==> config.mk <==
export PLATFORM = sky130hd
export DESIGN_NAME = inst_mem_loader
export DESIGN_NICKNAME = d
export VERILOG_FILES = /design/src/rtl/inst_mem_loader.sv
export SDC_FILE = /design/constraint.sdc
export NUM_CORES = 1
export LEC_CHECK = 0
export BUFFER_PORTS_ARGS = -buffer_cell sky130_fd_sc_hd__buf_2
export CORE_MARGIN = 8
export CORE_UTILIZATION = 58
export DETAILED_ROUTE_END_ITERATION = 10
export GPL_TIMING_DRIVEN = 0
export PLACE_DENSITY = 0.85
export SYNTH_ARGS = -nofsm -noshare
export SYNTH_HDL_FRONTEND = slang
export SYNTH_SLANG_ARGS = --single-unit
==> constraint.sdc <==
create_clock -name i_clk -period 9 [get_ports i_clk]
set_input_delay 0.9 -clock i_clk [delete_from_list [all_inputs] [get_ports i_clk]]
set_output_delay 0.9 -clock i_clk [all_outputs]
set_load 0.02 [all_outputs]
==> src/rtl/inst_mem_loader.sv <==
// inst_mem_loader
//   Writer side of the byte-programmable instruction memory. Bytes arrive from
//   the programming front end over a valid/ready handshake. Each byte is written
//   to the next address, starting at 0, with a three-cycle
//   setup / strobe / hold sequence. After the final byte the memory is read back
//   as words, the byte sum is recomputed, and pass/fail is reported.
//
// Ports
//   i_clk, i_rst          clock, synchronous active-high reset
//   i_start               begin a new load (honoured only when idle or done)
//   i_byte, i_byte_valid,
//   i_byte_last, o_byte_ready   byte stream handshake
//   o_mem_address, o_mem_data,
//   o_mem_cs              memory byte-write port (cs is the write strobe)
//   i_mem_rdata           memory read word at o_mem_address (lane 0 = lowest address)
//   o_busy, o_done, o_error     load status
//   o_byte_count, o_checksum    bytes written and their mod-256 sum
module inst_mem_loader #(
   parameter int MEM_DEPTH = 56,
   parameter int ADDR_BITS = 8,
   parameter int BYTE_BITS = 8,
   parameter int WORD_BITS = 32
) (
   input  logic                 i_clk,
   input  logic                 i_rst,
   input  logic                 i_start,
   input  logic [BYTE_BITS-1:0] i_byte,
   input  logic                 i_byte_valid,
   input  logic                 i_byte_last,
   output logic                 o_byte_ready,
   output logic [ADDR_BITS-1:0] o_mem_address,
   output logic [BYTE_BITS-1:0] o_mem_data,
   output logic                 o_mem_cs,
   input  logic [WORD_BITS-1:0] i_mem_rdata,
   output logic                 o_busy,
   output logic                 o_done,
   output logic                 o_error,
   output logic [ADDR_BITS-1:0] o_byte_count,
   output logic [BYTE_BITS-1:0] o_checksum
);

   localparam int LANES = WORD_BITS / BYTE_BITS;

   typedef enum logic [2:0] {
      IDLE, WAIT_BYTE, SETUP, STROBE, HOLD, VFY_ADDR, VFY_SAMPLE, DONE
   } state_t;

   state_t               state, state_nxt;
   logic [ADDR_BITS-1:0] count, vaddr;
   logic [BYTE_BITS-1:0] checksum, vsum, byte_q;
   logic                 last_q, error_q;

   logic                 full;
   logic                 vfy_last;
   logic [BYTE_BITS-1:0] word_sum;

   // Sum of the lanes of one read word that lie below the loaded byte count;
   // lanes past the end hold stale memory contents and must not contribute.
   function automatic logic [BYTE_BITS-1:0] lane_sum(
      input logic [WORD_BITS-1:0] word,
      input logic [ADDR_BITS-1:0] base,
      input logic [ADDR_BITS-1:0] limit
   );
      logic [BYTE_BITS-1:0] acc;
      acc = '0;
      for (int k = 0; k < LANES; k++) begin
         if (({1'b0, base} + (ADDR_BITS+1)'(k)) < {1'b0, limit})
            acc = acc + word[k*BYTE_BITS +: BYTE_BITS];
      end
      return acc;
   endfunction

   assign full     = (count == ADDR_BITS'(MEM_DEPTH));
   assign word_sum = vsum + lane_sum(i_mem_rdata, vaddr, count);
   assign vfy_last = ({1'b0, vaddr} + (ADDR_BITS+1)'(LANES)) >= {1'b0, count};

   // ---- state register ----
   always_ff @(posedge i_clk) begin
      if (i_rst) state <= IDLE;
      else       state <= state_nxt;
   end

   // ---- next state and output decode ----
   always_comb begin
      state_nxt     = state;
      o_byte_ready  = 1'b0;
      o_mem_cs      = 1'b0;
      o_mem_address = '0;
      o_mem_data    = '0;
      o_busy        = 1'b1;
      o_done        = 1'b0;
      unique case (state)
         IDLE: begin
            o_busy = 1'b0;
            if (i_start) state_nxt = WAIT_BYTE;
         end
         WAIT_BYTE: begin
            o_byte_ready = 1'b1;
            if (i_byte_valid) state_nxt = full ? DONE : SETUP;
         end
         SETUP: begin
            o_mem_address = count;
            o_mem_data    = byte_q;
            state_nxt     = STROBE;
         end
         STROBE: begin
            o_mem_address = count;
            o_mem_data    = byte_q;
            o_mem_cs      = 1'b1;
            state_nxt     = HOLD;
         end
         HOLD: begin
            o_mem_address = count;
            o_mem_data    = byte_q;
            state_nxt     = last_q ? VFY_ADDR : WAIT_BYTE;
         end
         VFY_ADDR: begin
            o_mem_address = vaddr;
            state_nxt     = VFY_SAMPLE;
         end
         VFY_SAMPLE: begin
            o_mem_address = vaddr;
            state_nxt     = vfy_last ? DONE : VFY_ADDR;
         end
         DONE: begin
            o_busy = 1'b0;
            o_done = 1'b1;
            if (i_start) state_nxt = WAIT_BYTE;
         end
         default: state_nxt = IDLE;
      endcase
   end

   // ---- load / verify datapath ----
   always_ff @(posedge i_clk) begin
      if (i_rst) begin
         count    <= '0;
         checksum <= '0;
         vsum     <= '0;
         vaddr    <= '0;
         byte_q   <= '0;
         last_q   <= 1'b0;
         error_q  <= 1'b0;
      end else begin
         unique case (state)
            IDLE, DONE: begin
               if (i_start) begin
                  count    <= '0;
                  checksum <= '0;
                  error_q  <= 1'b0;
               end
            end
            WAIT_BYTE: begin
               if (i_byte_valid) begin
                  // A byte offered to a full memory is dropped and flagged.
                  if (full) error_q <= 1'b1;
                  else begin
                     byte_q <= i_byte;
                     last_q <= i_byte_last;
                  end
               end
            end
            HOLD: begin
               // Count advances only after the strobe so the address holds.
               count    <= count + ADDR_BITS'(1);
               checksum <= checksum + byte_q;
               if (last_q) begin
                  vaddr <= '0;
                  vsum  <= '0;
               end
            end
            VFY_SAMPLE: begin
               vsum  <= word_sum;
               vaddr <= vaddr + ADDR_BITS'(LANES);
               if (vfy_last) error_q <= (word_sum != checksum);
            end
            default: ;
         endcase
      end
   end

   assign o_error      = error_q;
   assign o_byte_count = count;
   assign o_checksum   = checksum;

endmodule

==> impl_metrics.toml, run 1 <==
[status]
status = "complete, no violations"

[critical_path]
worst-path-buf-inv = 4
r2r-start = "o_byte_count[6]"
crit_family = "compound AO/OA/AOI/OAI gates"
setup.worst_path.start = "o_byte_count[6]"
max_stage_delay_ps = 500
r2r_slack_ps = 1380
worstSetupPathType = "reg -> reg"
required_ps = 9170
critical_path.endpoint = "o_error"
critPathArrivalTime_ps = 7790
path_max_fanout = 8
worst-path-stages = 31
crit_path_end_kind = "flop"
critPathMostFrequentCell = "ha_1"
start_kind = "flop"
rr_worst_depth = 31
slowest_stage = "dfxtp_1"
r2r-end = "o_error"

[clocking]
path_clk_slew_ps = 90
clkLatencyLatePin_ps = 300
cts_tree = "built"
cts_resized = 0
post-cts-setup-buffer-count = 0
htreeDepth = 2
cts_hold_buf = 0
cts_root_buf = "clkbuf_8"
cts.sinks = 43
numCtsBuffers = 5
ctsLongestPathBuffers = 2

[sta]
tightest_slew_ps = 624
worst_clock_skew_ps = 3.44
final.setup.tns_ps = 0
hold_viol_final = 0
finalWorstSetupSlack_ps = 1380
max_freq_mhz = 131
slew_headroom_pct = 58.3
timing.final.crit_period_ps = 7620
drv_slew = 0
fin_crit_sh_pct = 84.6
rsz0062_at_grt = "no"
final-setup-viol-count = 0

[logic_synthesis]
netlist-cell-type-count = 59
synth_cells = 580
async_reset_ff_share_pct = 0
synth_edf_count = 0
yosysMostFrequentCell = "nor2_1"
yosys-top-cells-count = "73 x nor2_1, 59 x ha_1, 43 x dfxtp_1"
yosysTopAreaCellShare_pct = 18.9
yosys_register_bits = 43
synth_ff_type = "dfxtp_1"
synth.cell_area_mm2 = 0.00456
synth_area_leaders = "dfxtp_1 19%, ha_1 16%, nor2_1 6.0%"
ys_seq_area_share_pct = 18.9
syn_nets = 689
synth_largest_area_cell = "dfxtp_1"
syn_avg_cell_area_um2 = 7.87
synth_warnings = 0

[global_routing]
grt_start_max_net_pins = 15
grt.overflow.total = 0
antenna_found_initial = 0
grt_pass1_wl_mm = 20.4
grt_usage_pct = 21.4
grt_pass1_vias = 4665

[floorplan]
num_rows = 32
dieArea_mm2 = 0.0110
die_h_um = 105
ios = 82
die_w_um = 105
start_util_pct = 59.3
core_area_mm2 = 0.00769

[routing]
met2_wirelength_mm = 5.75
post_drt_wl_per_cell_um = 15.6
num_vias = 4525
top_layer = "met4"
viasPerCell = 5.87
wl_met1_mm = 5.20
wl_mm = 12.0
routed-wl-met3_um = 863
route.detailed.drc = 0
drtIter0Drc = 341
ant_nets = 0
drtPass1Iterations = 5

[layout]
area_delta_synth_final_pct = 14.7
finalNetCount = 777
drive_above_1_share_pct = 17.5
fillers = 662
multi_input_comb_area_mm2 = 0.00346
antenna_cells = 0
regArea_um2 = 861
stdcell_area_mm2 = 0.00523

[flow_run]
maxCapViolCount = 0

[pwr]
ir_worst_vdd_mv = 0.149
p_per_area_mw_per_mm2 = 170
leakage_uw = 0.00247

[placement]
dp_hpwl_mm = 9.61
place_ws_ps = 1410
placed_area_mm2 = 0.00509
gp_congestion = 0.919
numPortBuffers = 81

[hold_path]
hp-class = "reg -> reg"
-- worst register-to-register path, delay by kind of cell (launching register included) --
family	cells	cell delay [ps]
AOI/OAI and AO/OA	11	2780
adders and majority gates	6	1850
and+or+nand+nor	4	640
buffers and inverters	4	620
xor gates and xnor gates	4	570
muxes	2	550
DFF	1	500
-- layout by cell type (no fill, tap or decap), types with 16 or more instances in the layout --
master,instances
a21oi_1,40
buf_2,81
clkbuf_1,30
dfxtp_1,43
ha_1,59
inv_1,29
mux2_2,16
mux2i_1,16
nand2_1,35
nand3_1,26
nor2_1,73
nor2b_1,18
o21ai_0,28
xnor2_1,22
-- metrics by stage --
| stage | total power (uW) | hold WS, ps | util (%) | cells |
|---|---|---|---|---|
| after floorplan | 594 | 460 | - | 580 |
| after global placement | 682 | 473 | 66.3 | 763 |
| after detailed placement | 704 | 492 | 66.3 | 763 |
| after CTS | 887 | 514 | 68.1 | 771 |
| after global routing | 956 | 555 | 68.1 | 771 |
| final | 890 | 512 | 68.1 | 771 |
-- flip-flops by register name, summed over array words and instances (netlist names) --
name          flops
vsum              8
state             3
byte_q            8
o_byte_count      8
last_q            1
vaddr             6
o_error           1
o_checksum        8
-- area by class of cell --
class	count	area share [%]
multi-input cells	475	66.1
flip-flops and latches	43	16.5
repair buffers	81	7.75
plain buffers	33	2.58
well taps	102	2.44
inverters	29	2.08
clock buffers	5	1.32
clock inverters	3	1.29
-- layer usage --
| layer | vias to the layer above | global-route usage (%) |
|---|---|---|
| met2 | 194 | 37.8 |
| met3 | 28 | 4.85 |
| met5 | - | 0 |
| li1 | 2228 | - |
| met1 | 2075 | 24.8 |
| met4 | 0 | 7.24 |
-- where the power goes --
group,internal [uW],switching [uW],total [uW]
combinational,196,292,488
sequential,204,14.7,219
clock,111,72.3,183
-- cells by family (layout without fill, tap and decap cells) --
group / after synthesis / in the layout / share of synthesized area, %
AO/OA/AOI/OAI: 139 / 139 / 20.4
multiplexers: 32 / 32 / 7.46
XOR/XNOR: 39 / 39 / 8.47
buffers and inverters: 62 / 151 / 5.35
adder cells (fa/ha/maj): 64 / 64 / 18.4
flip-flops: 43 / 43 / 18.9
AND/OR/NAND/NOR: 201 / 201 / 21.0
-- how the worst min path moves through the flow --
stage / slack (ps) / cells past startpoint / startpoint / end
6_report: 510 / 2 / vsum[5] / vsum[5]
3_3_place_gp: 470 / 2 / vsum[5] / vsum[5]
3_5_place_dp: 490 / 2 / vsum[5] / vsum[5]
2_1_floorplan: 460 / 2 / vsum[5] / vsum[5]
4_1_cts: 510 / 2 / vsum[5] / vsum[5]
5_1_grt: 560 / 2 / vsum[5] / vsum[5]
(Power assumes the default switching activity.)
==> run 2: changes to the inputs <==
--- a/config.mk
+++ b/config.mk
@@ -7,10 +7,10 @@
 export LEC_CHECK = 0
 export BUFFER_PORTS_ARGS = -buffer_cell sky130_fd_sc_hd__buf_2
 export CORE_MARGIN = 8
-export CORE_UTILIZATION = 58
+export CORE_UTILIZATION = 52
 export DETAILED_ROUTE_END_ITERATION = 10
 export GPL_TIMING_DRIVEN = 0
-export PLACE_DENSITY = 0.85
+export PLACE_DENSITY = 0.81
 export SYNTH_ARGS = -nofsm -noshare
 export SYNTH_HDL_FRONTEND = slang
 export SYNTH_SLANG_ARGS = --single-unit
==> constraint.sdc (replaced) <==
create_clock -name i_clk -period 6.6 [get_ports i_clk]
set_input_delay 0.66 -clock i_clk [delete_from_list [all_inputs] [get_ports i_clk]]
set_output_delay 0.66 -clock i_clk [all_outputs]
set_load 0.02 [all_outputs]
==> impl_metrics.toml, run 2 (synthesis results as in run 1) <==
[status]
status = "finished, violations left"
failed_checks = "negative setup slack"

[clocking]
htreeDepth = 2
numCtsBuffers = 5
path_clk_slew_ps = 90
ctsLongestPathBuffers = 2
cts.sinks = 43
cts_tree = "built"
cts_root_buf = "clkbuf_8"
clkLatencyLatePin_ps = 300

[placement]
dp_hpwl_mm = 9.54
place_ws_ps = -638
gp_congestion = 0.920
numPortBuffers = 81

[layout]
multi_input_comb_area_mm2 = 0.00367
fillers = 720
regArea_um2 = 878
most-common-layout-cells = "81 x buf_2, 72 x nor2_1, 48 x ha_1, 37 x a21oi_1, 37 x dfxtp_1"
drive_above_1_share_pct = 24.4
final_common_cell = "buf_2"
area_delta_synth_final_pct = 22.2
antenna_cells = 0
finalNetCount = 792

[critical_path]
critPathArrivalTime_ps = 6830
crit_path_end_kind = "flop"
r2r-start = "o_byte_count[6]"
setup.worst_path.start = "o_byte_count[6]"
max_stage_delay_ps = 450
required_ps = 6770
slowest_stage = "a2111o_1"
worstSetupPathType = "reg -> reg"
critPathMostFrequentCell = "ha_4"
path_max_fanout = 6
start_kind = "flop"

[global_routing]
grt.overflow.total = 0
grt_start_max_net_pins = 14
grt_pass1_vias = 4520
antenna_found_initial = 0
grt_usage_pct = 20.5
grt_pass1_wl_mm = 20.5

[pwr]
ir_worst_vdd_mv = 0.208
internal_power_uw = 731
netSwitchingPower_uw = 548
p_per_area_mw_per_mm2 = 229
pwr-share-seq_pct = 23.4
p_total_uw = 1280
comb_power_share_pct = 59.5
swShare_pct = 42.9
clock_power_share_pct = 17.1
leakage_uw = 0.00256

[sta]
worst_clock_skew_ps = 12.2
max_freq_mhz = 150
hold_viol_final = 0
fin_crit_sh_pct = 101
tightest_slew_ps = 611
final-setup-viol-count = 1
finalWorstSetupSlack_ps = -52.3
whs_ps = 513
final.setup.tns_ps = -52.3
drv_slew = 0
timing.final.crit_period_ps = 6650
slew_headroom_pct = 59.3
rsz0062_at_grt = "yes"

[routing]
num_vias = 4563
met2_wirelength_mm = 6.16
drtPass1Iterations = 5
top_layer = "met4"
wl_mm = 12.6
post_drt_wl_per_cell_um = 15.9
viasPerCell = 5.76
ant_nets = 0
drtIter0Drc = 272
route.detailed.drc = 0
routed-wl-met3_um = 769
wl_met1_mm = 5.53

[floorplan]
die_h_um = 110
core_area_mm2 = 0.00864
ios = 82
die_w_um = 110
num_rows = 34
start_util_pct = 52.8
dieArea_mm2 = 0.0120

[hold_path]
hp-class = "reg -> reg"
min_from = "o_byte_count[3]"

[flow_run]
maxCapViolCount = 0
==> run 2: area by class of cell <==
type | instances | share of cell area, %
Clock inverter | 2 | 0.628
Timing Repair Buffer | 97 | 9.49
Clock buffer | 6 | 1.48
Buffer | 32 | 2.38
Sequential cell | 43 | 15.8
Multi-Input combinational cell | 475 | 65.8
Inverter | 29 | 2.09
Tap cell | 108 | 2.42
==> run 2: per-layer routing <==
layer  track usage [%]  up-vias
li1                  -     2257
met1              25.2     2144
met2              36.2      144
met3              3.52       18
met4              5.30        0
met5                 0        -
==> run 2: through the flow <==
stage,cells,util (%),instance area [um^2]
5_1_grt,792,64.6,5580
3_3_place_gp,769,59.2,5110
3_5_place_dp,769,59.2,5110
6_report,792,64.6,5580
4_1_cts,784,62.5,5400
2_1_floorplan,580,-,4570
==> run 2: path summary, 6_finish.rpt <==
path                                   endpoint  slack, ps  cells past startpoint
worst max-delay path                    o_error        -50                     31
worst min-delay path            o_byte_count[3]        510                      2
worst max register to register          o_error        -50                     31
worst min register to register  o_byte_count[3]        510                      2
==> run 2: what timing repair did <==
item                       4_1_cts  5_1_grt
hold endpoints to repair         0        0
pin swaps                       14       19
resized for setup               31       17
hold buffers                     0        0
setup endpoints to repair        2        1
buffers inserted                 8        8
==> run 2: power by group through the flow <==
stage / Sequential (uW) / Combinational, uW / Clock, uW
after floorplan: 305 / 506 / 0
after CTS: 299 / 705 / 222
after global placement: 303 / 628 / 0
after detailed placement: 305 / 656 / 0
after global routing: 302 / 843 / 231
final: 299 / 762 / 219
==> run 2: worst max-delay path, delay by kind of cell, from the launching register on <==
kind	cells	cell delay, ps
compound gates	11	2380
fa+ha+maj	6	1630
simple gates	4	640
mux	2	560
xor+xnor	4	520
buf+inv	4	440
flops	1	370
==> run 3: changes to the inputs <==
--- a/config.mk
+++ b/config.mk
@@ -5,10 +5,10 @@
 export SDC_FILE = /design/constraint.sdc
 export NUM_CORES = 1
 export LEC_CHECK = 0
-export BUFFER_PORTS_ARGS = -buffer_cell sky130_fd_sc_hd__buf_2
 export CORE_MARGIN = 8
-export CORE_UTILIZATION = 52
+export CORE_UTILIZATION = 59
 export DETAILED_ROUTE_END_ITERATION = 10
+export DONT_BUFFER_PORTS = 1
 export GPL_TIMING_DRIVEN = 0
 export PLACE_DENSITY = 0.81
 export SYNTH_ARGS = -nofsm -noshare
==> impl_metrics.toml, run 3 (synthesis results as in run 1) <==
[placement]
placed_area_mm2 = 0.00470
place_ws_ps = -842
gp_congestion = 0.860
dp_hpwl_mm = 9.24
numPortBuffers = 0

[status]
status = "complete, no violations"

[floorplan]
die_h_um = 104
ios = 82
start_util_pct = 60.0
die_w_um = 104
core_area_mm2 = 0.00761
dieArea_mm2 = 0.0108
num_rows = 32

[pwr]
comb_power_share_pct = 62.0
netSwitchingPower_uw = 575
internal_power_uw = 700
pwr-share-seq_pct = 23.9
p_per_area_mw_per_mm2 = 241
leakage_uw = 0.00219
clock_power_share_pct = 14.1
swShare_pct = 45.1
ir_worst_vdd_mv = 0.252

[sta]
max_freq_mhz = 152
hold_viol_final = 0
finalWorstSetupSlack_ps = 21.1
drv_slew = 0
worst_clock_skew_ps = 7.85
timing.final.crit_period_ps = 6580
final.setup.tns_ps = 0
slew_headroom_pct = 40.7
fin_crit_sh_pct = 99.7
tightest_slew_ps = 888
rsz0062_at_grt = "yes"
final-setup-viol-count = 0

[routing]
wl_mm = 12.6
num_vias = 4378
drtIter0Drc = 236
drtPass1Iterations = 5
post_drt_wl_per_cell_um = 17.9
viasPerCell = 6.22
route.detailed.drc = 0
ant_nets = 0

[global_routing]
grt_pass1_vias = 4322
grt.overflow.total = 0
grt_pass1_wl_mm = 20.3
grt_start_max_net_pins = 16
grt_usage_pct = 21.7
antenna_found_initial = 0

[clocking]
cts_hold_buf = 0
clkLatencyLatePin_ps = 300
cts.sinks = 43
ctsLongestPathBuffers = 2
path_clk_slew_ps = 90
cts_root_buf = "clkbuf_8"
htreeDepth = 2
numCtsBuffers = 5
cts_tree = "built"

[critical_path]
rr_worst_depth = 33
required_ps = 6770
r2r_slack_ps = 20
critPathMostFrequentCell = "ha_4"
max_stage_delay_ps = 440
path_max_fanout = 7
crit_path_end_kind = "flop"
critPathArrivalTime_ps = 6750
worstSetupPathType = "reg -> reg"
r2r-end = "o_error"
r2r-start = "o_byte_count[5]"
start_kind = "flop"
slowest_stage = "dfxtp_4"

[hold_path]
min_path_cells = 2
min_from = "i_byte[4]"
hp-class = "in -> reg"
hold_end = "byte_q[4]"

[layout]
final_common_cell = "nor2_1"
most-common-layout-cells = "68 x nor2_1, 44 x ha_1, 34 x nand2_1, 34 x dfxtp_1, 33 x a21oi_1"
finalNetCount = 710
drive_above_1_share_pct = 17.9
final_util_pct = 69.5
stdcell_area_mm2 = 0.00529
antenna_cells = 0
area_delta_synth_final_pct = 15.9

[flow_run]
maxCapViolCount = 0
[run 3: metal layers]
| layer | share of wire (%) | track usage, % | wire length, um | vias to the layer above |
|---|---|---|---|---|
| met4 | 2.1 | 6.41 | 270 | 0 |
| met3 | 8.2 | 5.51 | 1040 | 28 |
| met5 | 0 | 0 | 0 | - |
| li1 | - | - | - | 2091 |
| met2 | 48 | 37.4 | 6090 | 193 |
| met1 | 41 | 25.9 | 5230 | 2066 |
[run 3: metrics by stage]
stage / hold WS [ps] / power, uW / cells
6_report: 502 / 1280 / 704
5_1_grt: 512 / 1360 / 704
4_1_cts: 505 / 1190 / 700
3_5_place_dp: 485 / 934 / 682
3_3_place_gp: 475 / 904 / 682
2_1_floorplan: 460 / 811 / 580
[run 3: cell type report]
| cell class | count | area (um^2) |
|---|---|---|
| plain buffers | 32 | 133 |
| clock buffers | 5 | 68.8 |
| clock inverters | 3 | 25.0 |
| fillers | 612 | 2320 |
| inverters | 29 | 115 |
| multi-input cells | 475 | 3820 |
| flip-flops and latches | 43 | 882 |
| well taps | 102 | 128 |
| repair buffers | 15 | 116 |
[run 3: how the worst max path moves through the flow]
| stage | cells past startpoint | slack [ps] | to | start |
|---|---|---|---|---|
| after global placement | 32 | -550 | o_error | o_byte_count[6] |
| after global routing | 31 | -210 | o_error | o_byte_count[5] |
| after detailed placement | 32 | -840 | o_error | o_byte_count[7] |
| final | 33 | 20 | o_error | o_byte_count[5] |
| after CTS | 32 | 3 | o_error | o_byte_count[5] |
| after floorplan | 32 | 90 | o_error | o_byte_count[6] |
[run 3: repair_timing]
item                                    CTS  global route
buffers inserted                         11             4
gates resized for setup                  54            28
pin swaps                                23            21
endpoints found under the setup margin    2             1
[run 3: power groups by stage]
stage / clock, uW / combinational, uW / sequential (uW)
floorplan: 0 / 506 / 305
finish: 179 / 791 / 305
global placement: 0 / 594 / 310
detailed placement: 0 / 623 / 312
CTS: 178 / 710 / 304
global route: 186 / 867 / 308
[run 3: critical path, delay by kind of cell (launching register included)]
family          cells  cell delay, ps
compound gates     10            1540
fa+ha+maj           6            1530
xor+xnor            6            1250
simple gates        5             660
mux                 2             600
flops               1             440
buf+inv             4             430
